--- src/rtl/uart_pkg.sv ---
// Shared constants, width helper and divisor-pair type for the fractional UART baud generator.
package uart_pkg;

  localparam int unsigned UART_OVS_DEFAULT    = 16;
  localparam int unsigned UART_CNT_W_DEFAULT  = 16;
  localparam int unsigned UART_FRAC_W_DEFAULT = 3;

  // Width of the oversample phase counter; never narrower than one bit.
  function automatic int unsigned uart_ovs_width(input int unsigned ovs);
    return (ovs < 2) ? 1 : $clog2(ovs);
  endfunction

  typedef struct packed {
    logic [UART_CNT_W_DEFAULT-1:0]  baud_val;
    logic [UART_FRAC_W_DEFAULT-1:0] baud_frac;
  } uart_div_t;

endpackage

--- src/rtl/uart_frac_acc.sv ---
// Fractional carry accumulator: each load adds baud_frac; a carry requests one stretch cycle.
module uart_frac_acc #(
  parameter int unsigned FRAC_W = 3
) (
  input  logic              clk,
  input  logic              reset_n,
  input  logic              clr,
  input  logic              load,
  input  logic              consume,
  input  logic [FRAC_W-1:0] baud_frac,
  output logic              stretch
);

  logic [FRAC_W-1:0] acc_q, acc_d;
  logic              stretch_q, stretch_d;
  logic [FRAC_W:0]   sum;

  always_comb begin
    sum       = {1'b0, acc_q} + {1'b0, baud_frac};
    acc_d     = acc_q;
    stretch_d = stretch_q;
    if (clr) begin
      acc_d     = '0;
      stretch_d = 1'b0;
    end else if (load) begin
      {stretch_d, acc_d} = sum;
    end else if (consume) begin
      stretch_d = 1'b0;
    end
  end

  always_ff @(posedge clk) begin
    if (!reset_n) begin
      acc_q     <= '0;
      stretch_q <= 1'b0;
    end else begin
      acc_q     <= acc_d;
      stretch_q <= stretch_d;
    end
  end

  assign stretch = stretch_q;

endmodule

--- src/rtl/uart_baud_gen_frac.sv ---
// Fractional baud generator: oversample tick, bit pulse and oversample phase.
// Optional UART_BAUD_IMM_RELOAD_EN forces an immediate reload when the divisor inputs change.
module uart_baud_gen_frac
  import uart_pkg::*;
#(
  parameter int unsigned CNT_W  = UART_CNT_W_DEFAULT,
  parameter int unsigned FRAC_W = UART_FRAC_W_DEFAULT,
  parameter int unsigned OVS    = UART_OVS_DEFAULT,
  parameter int unsigned OVS_W  = uart_ovs_width(OVS)
) (
  input  logic              clk,
  input  logic              reset_n,
  input  logic              en,
  input  logic [CNT_W-1:0]  baud_val,
  input  logic [FRAC_W-1:0] baud_frac,
  output logic              baud_tick,
  output logic              xmit_pulse,
  output logic [OVS_W-1:0]  ovs_cnt
);

  localparam logic [OVS_W-1:0] OvsMax = OVS_W'(OVS - 1);

  logic [CNT_W-1:0] cnt_q, cnt_d;
  logic [OVS_W-1:0] ovs_q, ovs_d;
  logic             tick_q, tick_d;
  logic             xmit_q, xmit_d;
  logic             stretch;
  logic             cnt_zero;
  logic             nat_load;
  logic             force_load;

  assign cnt_zero = (cnt_q == '0);
  assign nat_load = en && cnt_zero && !stretch;

`ifdef UART_BAUD_IMM_RELOAD_EN
  logic [CNT_W+FRAC_W-1:0] shadow_q, shadow_d;

  assign force_load = en && ({baud_val, baud_frac} != shadow_q);

  // Shadow follows the inputs while idle so a restart looks exactly like leaving reset.
  always_comb begin
    shadow_d = shadow_q;
    if (!en || nat_load || force_load) begin
      shadow_d = {baud_val, baud_frac};
    end
  end

  always_ff @(posedge clk) begin
    if (!reset_n) begin
      shadow_q <= {baud_val, baud_frac};
    end else begin
      shadow_q <= shadow_d;
    end
  end
`else
  assign force_load = 1'b0;
`endif

  always_comb begin
    cnt_d  = cnt_q;
    ovs_d  = ovs_q;
    tick_d = 1'b0;
    xmit_d = 1'b0;
    if (!en) begin
      cnt_d = '0;
      ovs_d = '0;
    end else if (force_load) begin
      cnt_d  = baud_val;
      ovs_d  = '0;
      tick_d = 1'b1;
    end else if (!cnt_zero) begin
      cnt_d = cnt_q - 1'b1;
    end else if (!stretch) begin
      cnt_d  = baud_val;
      tick_d = 1'b1;
      xmit_d = (ovs_q == OvsMax);
      ovs_d  = (ovs_q == OvsMax) ? '0 : ovs_q + 1'b1;
    end
  end

  always_ff @(posedge clk) begin
    if (!reset_n) begin
      cnt_q  <= '0;
      ovs_q  <= '0;
      tick_q <= 1'b0;
      xmit_q <= 1'b0;
    end else begin
      cnt_q  <= cnt_d;
      ovs_q  <= ovs_d;
      tick_q <= tick_d;
      xmit_q <= xmit_d;
    end
  end

  uart_frac_acc #(
    .FRAC_W (FRAC_W)
  ) u_frac_acc (
    .clk       (clk),
    .reset_n   (reset_n),
    .clr       (!en || force_load),
    .load      (nat_load && !force_load),
    .consume   (en && !force_load && cnt_zero && stretch),
    .baud_frac (baud_frac),
    .stretch   (stretch)
  );

  assign baud_tick  = tick_q;
  assign xmit_pulse = xmit_q;
  assign ovs_cnt    = ovs_q;

endmodule
--- config.mk ---
export PLATFORM = sky130hd
export DESIGN_NAME = uart_baud_gen_frac
export DESIGN_NICKNAME = d
export VERILOG_FILES = /design/src/rtl/uart_pkg.sv /design/src/rtl/uart_frac_acc.sv /design/src/rtl/uart_baud_gen_frac.sv
export SDC_FILE = /design/constraint.sdc
export NUM_CORES = 1
export LEC_CHECK = 0
export ABC_AREA = 1
export BUFFER_PORTS_ARGS = -buffer_cell sky130_fd_sc_hd__buf_2
export CAP_MARGIN = 10
export CORE_MARGIN = 5
export CORE_UTILIZATION = 55
export CTS_CLUSTER_DIAMETER = 30
export DETAILED_ROUTE_END_ITERATION = 8
export HOLD_SLACK_MARGIN = 0.12
export PLACE_DENSITY = 0.74
export SYNTH_ARGS = -nofsm -noshare
export SYNTH_HDL_FRONTEND = slang
export SYNTH_SLANG_ARGS = --single-unit
--- constraint.sdc ---
create_clock -name clk -period 3.9 [get_ports clk]
set_input_delay 0 -clock clk [delete_from_list [all_inputs] [get_ports clk]]
set_output_delay 0 -clock clk [all_outputs]
set_load 0.1 [all_outputs]
# == Word level (Yosys, flattened, before mapping) ==
# Cells that the tools add are included.
# totals
output_inout_bits,6
rom_bits,0
memories,0
reg_bits,26
latch_bits,0
ramBits,0
word_cells,31
# op_classes
order_cmp,0
add_sub_neg,3
mux,6
mul,0
reduce_logical,10
n_eq_ne,2
n_bitwise,4
div_mod_pow,0
shifts,0
# ops
op,count
16-bit two-way mux,2
16-bit logical NOT,1
16-bit by 1-bit subtractor with 16-bit output (second input constant),1
3-bit by 3-bit adder with 4-bit output,1
4-bit by 1-bit adder with 4-bit output (second input constant),1
4-bit equality test (second input constant),1
4-bit two-way mux,1
1-bit inverter,4
2-bit AND reduction,2
4-bit OR reduction,1
1-bit logical AND,3
1-bit two-way mux,3
3-bit AND reduction,1
2-bit != test (second input constant),1
2-bit nonzero test,1
1-bit logical NOT,1

# == Depth between registers and ports, before layout ==
# Gate-level depths: netlist of the first run.
# logic_depth
word_depth,5
depth_mapped,12
ltp_nobuf,12

# == Modules after synthesis ==
# From an unflattened synthesis of the first run, not the netlist that was laid out.
# hier_totals
cells_unflattened,255
area_unflattened_um2,1711.6
# modules_own_cells
module,n_inst,seq_area_each_um2,cells_per_inst,area_per_inst_um2
uart_baud_gen_frac,1,440.4,218,1448.9
uart_frac_acc,1,80.1,37,262.8

# == Worst setup path after synthesis of the first run ==
# Ideal clock, no wire load.
# synth_timing
path_kind,register to register
start,register ovs_q[0] (netlist: ovs_cnt[0])
end,register ovs_q[3] (netlist: ovs_cnt[3])
path_stages_with_launch,5
path_slack_ns,2.150
required_ns,3.765
t_arrival_ns,1.614
path_cell_list,dfxtp_1 -> ha_1 -> nand3_1 -> nand3_1 -> a21oi_1
# synth_between
elab_chain_len,2
# synth_lines
element,line,text
from (decl),uart_baud_gen_frac.sv:24,"logic [OVS_W-1:0] ovs_q, ovs_d;"
from (signal assigned),uart_baud_gen_frac.sv:89,ovs_q <= ovs_d;
4-bit by 1-bit adder with 4-bit output / 4-bit equality test (equally long branches),uart_baud_gen_frac.sv:77,ovs_d = (ovs_q == OvsMax) ? '0 : ovs_q + 1'b1;
4-bit two-way mux *,uart_baud_gen_frac.sv:77,
# Mark *: on every way between the ends. The rest lies on a longest branch, timed or not.
# A chain may end at the register's enable or synchronous reset.

# == Worst setup path after layout of the first run ==
# layout_timing
start,register cnt_q[0]
end,register cnt_q[14]
# layout_between
elab_chain_len,2
# layout_lines
element,line,text
from (decl),uart_baud_gen_frac.sv:23,"logic [CNT_W-1:0] cnt_q, cnt_d;"
from (signal assigned),uart_baud_gen_frac.sv:88,cnt_q <= cnt_d;
16-bit by 1-bit subtractor with 16-bit output / 16-bit logical NOT (equally long branches),"uart_baud_gen_frac.sv:72, uart_baud_gen_frac.sv:32",
16-bit two-way mux / 2-bit != test (equally long branches),n/a,
# Parallel ways exist; a longest one is shown, timed or not.

==> results of run 1 <==
through the flow:
stage | area [um^2] | cells | utilization [%] | setup slack (ns) | hold WS (ns)
floorplan | 1620 | 239 | - | 2.15 | 0.103
global placement | 1770 | 293 | 63.6 | 2.30 | 0.203
detailed placement | 1770 | 293 | 63.6 | 2.24 | 0.212
CTS | 2010 | 318 | 72.3 | 1.80 | 0.183
global route | 2010 | 318 | 72.3 | 1.65 | 0.210
finish | 2010 | 318 | 72.3 | 1.81 | 0.188
worst register-to-register path, stage by stage (launching register included):
cell                            delay [ns]
sky130_fd_sc_hd__dfxtp_1              0.33
sky130_fd_sc_hd__inv_1                0.10
sky130_fd_sc_hd__ha_1                 0.17
sky130_fd_sc_hd__inv_1                0.04
sky130_fd_sc_hd__nor2_1               0.11
sky130_fd_sc_hd__nand2_1              0.10
sky130_fd_sc_hd__nor2_4               0.14
sky130_fd_sc_hd__nand4_1              0.20
sky130_fd_sc_hd__nor2_2               0.18
sky130_fd_sc_hd__nand2_1              0.07
sky130_fd_sc_hd__dlygate4sd3_1        0.55
sky130_fd_sc_hd__nand2_1              0.05
sequential cells by signal, summed over array words and instances (netlist names):
name                flops
cnt_q                  16
baud_tick               1
u_frac_acc.stretch      1
xmit_pulse              1
ovs_cnt                 4
u_frac_acc.acc_q        3
cell type report:
type | count | area (um^2) | area share, %
Clock buffer | 3 | 22.5 | 1.12
Inverter | 27 | 101 | 5.04
Multi-Input combinational cell | 182 | 973 | 48.4
Sequential cell | 26 | 520 | 25.9
Tap cell | 31 | 38.8 | 1.93
Timing Repair Buffer | 49 | 355 | 17.7
path summary, 6_finish.rpt:
check	startpoint	to	slack (ns)	cells after the start
setup reg to reg	cnt_q[0]	cnt_q[14]	1.81	11
hold reg to reg	cnt_q[0]	cnt_q[0]	0.50	2
hold / removal	baud_frac[2]	u_frac_acc.stretch	0.19	6
setup / recovery	cnt_q[0]	cnt_q[14]	1.81	11
cells by family after synthesis:
logic type      count (synthesis)  synth area share [%]
simple gates                  144                  42.5
buf+inv                        31                  7.73
flops                          26                  32.1
compound gates                 25                  8.50
fa+ha+maj                       7                  5.87
xor+xnor                        6                  3.25
metal layers:
layer | GRT usage (%) | vias to the layer above | routed length (um)
met3 | 4.55 | 8 | 215
met5 | 0 | - | 0
met4 | 5.85 | 0 | 89
met2 | 36.2 | 42 | 1950
met1 | 25.5 | 704 | 1760
li1 | - | 859 | -
synth_stat cells:
library cell                n
sky130_fd_sc_hd__o21ai_0    6
sky130_fd_sc_hd__o21ai_1    4
sky130_fd_sc_hd__nor2_8     1
sky130_fd_sc_hd__fa_1       1
sky130_fd_sc_hd__buf_2      1
sky130_fd_sc_hd__ha_1       6
sky130_fd_sc_hd__o21bai_1   2
sky130_fd_sc_hd__nor2_2     9
sky130_fd_sc_hd__nor2_1    27
sky130_fd_sc_hd__nand4_1    3
sky130_fd_sc_hd__nor4_1     1
sky130_fd_sc_hd__nand3b_1   1
sky130_fd_sc_hd__or2_2      1
sky130_fd_sc_hd__nand2_4    2
sky130_fd_sc_hd__a21oi_1   11
sky130_fd_sc_hd__clkbuf_1   2
sky130_fd_sc_hd__nand3_1   28
sky130_fd_sc_hd__nand2_1   62
sky130_fd_sc_hd__inv_1     27
sky130_fd_sc_hd__nor2_4     4
sky130_fd_sc_hd__dfxtp_1   26
sky130_fd_sc_hd__and2_1     2
sky130_fd_sc_hd__nand2_2    3
sky130_fd_sc_hd__xor2_1     6
sky130_fd_sc_hd__a21oi_2    2
sky130_fd_sc_hd__buf_6      1
==> impl_results.rst, run 1 <==
.. list-table::
   :header-rows: 1

   * - Metric
     - Value
   * - RSZ-0062 raised after global routing
     - false
   * - Root buffer cell
     - sky130_fd_sc_hd__clkbuf_4
   * - HPWL after detailed placement
     - 2.84 mm
   * - Crit Path Class
     - reg2reg
   * - Core Region
     - 0.00278 mm^2
   * - CP Launch Type
     - flop
   * - Syn Inst Count
     - 239
   * - Slowest stage delay, CP
     - 0.55 ns
   * - Number of synthesized register bits
     - 26
   * - Number of gates resized after cts
     - 0
   * - Sequential fraction of the synthesis area
     - 32.1%
   * - Crit path arrival time
     - 2.36 ns
   * - Crit end category
     - flop
   * - Layout area overhead
     - 24.3%
   * - Effective utilization at floorplan
     - 58.2%
   * - Std-Cell Rows
     - 19
   * - Final wirelength
     - 4.01 mm
   * - Number of buffers and inverters on the critical path
     - 3
   * - Worst hold path type
     - in2reg
   * - Required time of the worst setup path
     - 4.17 ns
   * - Clock tree from TritonCTS
     - done
   * - Setup tns final
     - 0 ns
   * - Highest fanout seen on the critical path
     - 4
   * - Die footprint
     - 0.00413 mm^2
   * - Number of vias per cell after detailed routing
     - 5.07
   * - Gr usage total
     - 20.8%
   * - Number of buffers on the longest clock path
     - 2
   * - Setup violators final
     - 0
   * - Commonest non-fill, non-tap cell in the layout
     - sky130_fd_sc_hd__nand2_1
   * - Synth area leader
     - sky130_fd_sc_hd__dfxtp_1
   * - Number of DRC violations after detailed routing
     - 0
   * - Port-buffer cells
     - 27
   * - Crit-path cells
     - inv_1 -> ha_1 -> inv_1 -> nor2_1 -> nand2_1 -> nor2_4 -> nand4_1 -> nor2_2 -> nand2_1 -> dlygate4sd3_1 -> nand2_1
   * - Clock sink total
     - 26
   * - Maximum number of pins on one net before global-route repair
     - 16
   * - Wire length per cell
     - 12.6 um
   * - Max-Cap Viols
     - 0
   * - Number of post-CTS setup repair buffers
     - 0
   * - Horizontal die dimension
     - 64.3 um
   * - Post-synthesis net count
     - 268
   * - Final weighted congestion in routability-driven placement
     - 0.871
   * - Number of design-rule violations left by the first detailed-router iteration
     - 94
   * - Diodes inserted
     - 0
   * - Normalized max-slew margin
     - 57.7%
   * - Cell types with the largest area share after synthesis
     - sky130_fd_sc_hd__dfxtp_1 32%, sky130_fd_sc_hd__nand2_1 14%, sky130_fd_sc_hd__nand3_1 8.7%
   * - Share of cells above drive strength 1
     - 18.1%
   * - Y dimension of the die
     - 64.3 um
   * - Global-route wire length before repair
     - 6.97 mm
   * - Post-route ant nets
     - 0
   * - Commonest cells after routing, fill and taps aside
     - 62 x sky130_fd_sc_hd__nand2_1, 28 x sky130_fd_sc_hd__nand3_1, 27 x sky130_fd_sc_hd__inv_1, 27 x sky130_fd_sc_hd__nor2_1, 27 x sky130_fd_sc_hd__buf_2
   * - Final nets
     - 318
   * - Number of warnings printed during yosys synthesis
     - 0
   * - Share of the cycle needed by the critical path after routing
     - 53.6%
   * - Proportion of netlist area held by the largest area contributor
     - 32.1%
   * - Most frequent cell on the critical path
     - sky130_fd_sc_hd__nand2_1
   * - Area of the mapped netlist
     - 0.00162 mm^2
   * - Shortest period the worst path allows
     - 2.09 ns
   * - Clock transition at the registers of the reported paths
     - 0.13 ns
   * - Total iterations of the first detailed-routing run
     - 4
   * - Antenna violations before repair
     - 0
   * - Transition time at the pin with the least slew margin
     - 0.632 ns
   * - Total grt overflow
     - 0
   * - Total vias in the final route
     - 1,613
   * - Endpoints failing hold
     - 0
   * - Mean area per synthesized cell
     - 6.77 um^2
   * - Result of the run
     - finished clean
   * - Max H-tree Level
     - 1
   * - Cell family with the largest share of critical-path delay
     - simple AND/OR/NAND/NOR gates
   * - Distinct cell type count of the synthesized netlist
     - 26
   * - Number of fillers in the final layout
     - 243
   * - Max Fclk
     - 0.478 GHz
   * - Number of global-route vias before repair
     - 1,580
   * - Critical path's slowest cell
     - sky130_fd_sc_hd__dlygate4sd3_1
   * - Max Clock Skew
     - 0.00633 ns
   * - Number of hold buffers added after CTS
     - 22
   * - Clock latency reported for the late side of the worst-skew pair
     - 0.32 ns
   * - Number of buffers created by CTS
     - 3
   * - Boundary pin count
     - 28
   * - Number of max-slew violations in the final report
     - 0
Power of run 1 is left out: the tool's default activity adds up to more than one toggle a clock period on the data nets, which glitch-free logic cannot reach.
==> run 2, diff against run 1 <==
==> constraint.sdc (replaced) <==
create_clock -name clk -period 2 [get_ports clk]
set_input_delay 0 -clock clk [delete_from_list [all_inputs] [get_ports clk]]
set_output_delay 0 -clock clk [all_outputs]
set_load 0.1 [all_outputs]
==> impl_results.rst, run 2 (synthesis gave the netlist of run 1 again) <==
.. list-table::
   :header-rows: 1

   * - Metric
     - Value
   * - CP Launch Type
     - flop
   * - Number of global-route vias before repair
     - 1,550 (-1.9%)
   * - Clock transition at the registers of the reported paths
     - 0.16 ns (+0.03 ns)
   * - Register area
     - 523 um^2 (+0.48%)
   * - Number of fillers in the final layout
     - 245 (+0.82%)
   * - Boundary pin count
     - 28 (unchanged)
   * - Non-Filler Instances
     - 321 (+0.94%)
   * - Wire length per cell
     - 12.1 um (-4.0%)
   * - Max Fclk
     - 0.521 GHz (+8.8%)
   * - Commonest cells after routing, fill and taps aside
     - 62 x sky130_fd_sc_hd__nand2_1, 28 x sky130_fd_sc_hd__nand3_1, 27 x sky130_fd_sc_hd__buf_2
   * - Number of buffers created by CTS
     - 3 (unchanged)
   * - Result of the run
     - finished clean
   * - Core Region
     - 0.00278 mm^2 (unchanged)
   * - Antenna violations before repair
     - 0 (unchanged)
   * - Highest fanout seen on the critical path
     - 4 (unchanged)
   * - Crit end category
     - flop
   * - Combined area of the multi-input logic cells
     - 978 um^2 (+0.51%)
   * - Die footprint
     - 0.00413 mm^2 (unchanged)
   * - Final weighted congestion in routability-driven placement
     - 0.858 (-1.4%)
   * - Final wirelength
     - 3.89 mm (-3.1%)
   * - Maximum number of pins on one net before global-route repair
     - 16 (unchanged)
   * - Register with the most flip-flops
     - cnt_q
   * - Share of the cycle needed by the critical path after routing
     - 96.1% (+42 points)
   * - Number of vias per cell after detailed routing
     - 5.03 (-0.75%)
   * - Crit Path Class
     - reg2reg
   * - Number of design-rule violations left by the first detailed-router iteration
     - 79 (-16%)
   * - Clock latency reported for the late side of the worst-skew pair
     - 0.33 ns (about the same)
   * - Layout area overhead
     - 27.2%
   * - Clock tree from TritonCTS
     - done
   * - Final nets
     - 320 (+0.63%)
   * - Port-buffer cells
     - 27 (unchanged)
   * - Total vias in the final route
     - 1,616 (+0.19%)
   * - Std-Cell Rows
     - 19 (unchanged)
   * - Total iterations of the first detailed-routing run
     - 4 (unchanged)
   * - Final core area utilization
     - 74.0% (+1.7 points)
   * - Global-route wire length before repair
     - 6.86 mm (-1.6%)
   * - Root buffer cell
     - sky130_fd_sc_hd__clkbuf_4
   * - Layout Cell Area excl Fill
     - 0.00206 mm^2 (+2.4%)
   * - Total grt overflow
     - 0 (unchanged)
   * - Share of cells above drive strength 1
     - 21.7% (+3.6 points)
   * - Normalized max-slew margin
     - 67.5% (+9.7 points)
   * - Area post-placement
     - 0.00178 mm^2 (+0.42%)
   * - Setup violators final
     - 0 (unchanged)
   * - Y dimension of the die
     - 64.3 um (unchanged)
   * - Post-route ant nets
     - 0 (unchanged)
   * - Shortest period the worst path allows
     - 1.92 ns (-0.169 ns)
   * - Diodes inserted
     - 0 (unchanged)
   * - Number of buffers on the longest clock path
     - 2 (unchanged)
   * - Clock sink total
     - 26 (unchanged)
   * - Max H-tree Level
     - 1 (unchanged)
   * - Setup tns final
     - 0 ns (unchanged)
   * - Transition time at the pin with the least slew margin
     - 0.491 ns (-0.141 ns)
   * - Gr usage total
     - 20.1% (-0.69 points)
   * - HPWL after detailed placement
     - 2.82 mm (-0.64%)
   * - Horizontal die dimension
     - 64.3 um (unchanged)
   * - Max-Cap Viols
     - 0 (unchanged)
   * - Endpoints failing hold
     - 0 (unchanged)
   * - Worst hold path type
     - in2reg
   * - Commonest non-fill, non-tap cell in the layout
     - sky130_fd_sc_hd__nand2_1
   * - Number of DRC violations after detailed routing
     - 0 (unchanged)
   * - Max FFs per register
     - 16 (unchanged)
   * - Effective utilization at floorplan
     - 58.2% (unchanged)
   * - Required time of the worst setup path
     - 2.29 ns (-1.88 ns)
   * - Crit path arrival time
     - 2.21 ns (-0.15 ns)
   * - Max Clock Skew
     - 0.00411 ns (-0.00222 ns)
   * - Number of max-slew violations in the final report
     - 0 (unchanged)
   * - Number of instances in the placed design
     - 294 (+0.34%)
[run 2: final timing paths]
| check | startpoint | endpoint | slack, ns | depth (start not counted) |
|---|---|---|---|---|
| worst max-delay path | cnt_q[0] | baud_tick | 0.08 | 9 |
| worst min-delay path | baud_frac[2] | u_frac_acc.stretch | 0.18 | 6 |
| worst max register to register | cnt_q[0] | baud_tick | 0.08 | 9 |
| worst min register to register | cnt_q[0] | cnt_q[0] | 0.52 | 2 |
[run 2: metrics by stage]
stage	hold WS (ns)	setup slack (ns)
floorplan	0.103	0.250
CTS	0.200	0.0213
detailed placement	0.201	0.361
global route	0.259	-0.0168
finish	0.182	0.0788
global placement	0.203	0.421
[run 2: per-layer routing]
layer / share of wire [%] / global-route usage, % / vias to the layer above
li1: - / - / 861
met1: 46 / 26.7 / 716
met2: 48 / 33.7 / 33
met3: 4.7 / 3.50 / 6
met4: 1.2 / 4.58 / 0
met5: 0 / 0 / -
[run 2: area by class of cell]
class	count	area share, %
multi-input cells	182	47.5
flip-flops and latches	26	25.4
well taps	31	1.88
inverters	27	4.92
clock inverters	1	1.46
repair buffers	51	17.7
clock buffers	3	1.09
[run 2: what timing repair did]
item | 4_1_cts | 5_1_grt
resized for setup | 0 | 6
endpoints found under the hold margin | 21 | 0
endpoints found under the setup margin | 0 | 1
hold buffers | 20 | 0
setup buffers | 0 | 3
[run 2: critical path, stage by stage, from the launching register on]
cell                            delay, ns
sky130_fd_sc_hd__dfxtp_2             0.36
sky130_fd_sc_hd__inv_2               0.07
sky130_fd_sc_hd__ha_2                0.18
sky130_fd_sc_hd__inv_1               0.05
sky130_fd_sc_hd__nor2_2              0.08
sky130_fd_sc_hd__nand2_1             0.09
sky130_fd_sc_hd__nor2_4              0.12
sky130_fd_sc_hd__nand4_1             0.18
sky130_fd_sc_hd__nor2_2              0.20
sky130_fd_sc_hd__dlygate4sd3_1       0.56
Power of run 2 is left out for the same reason.
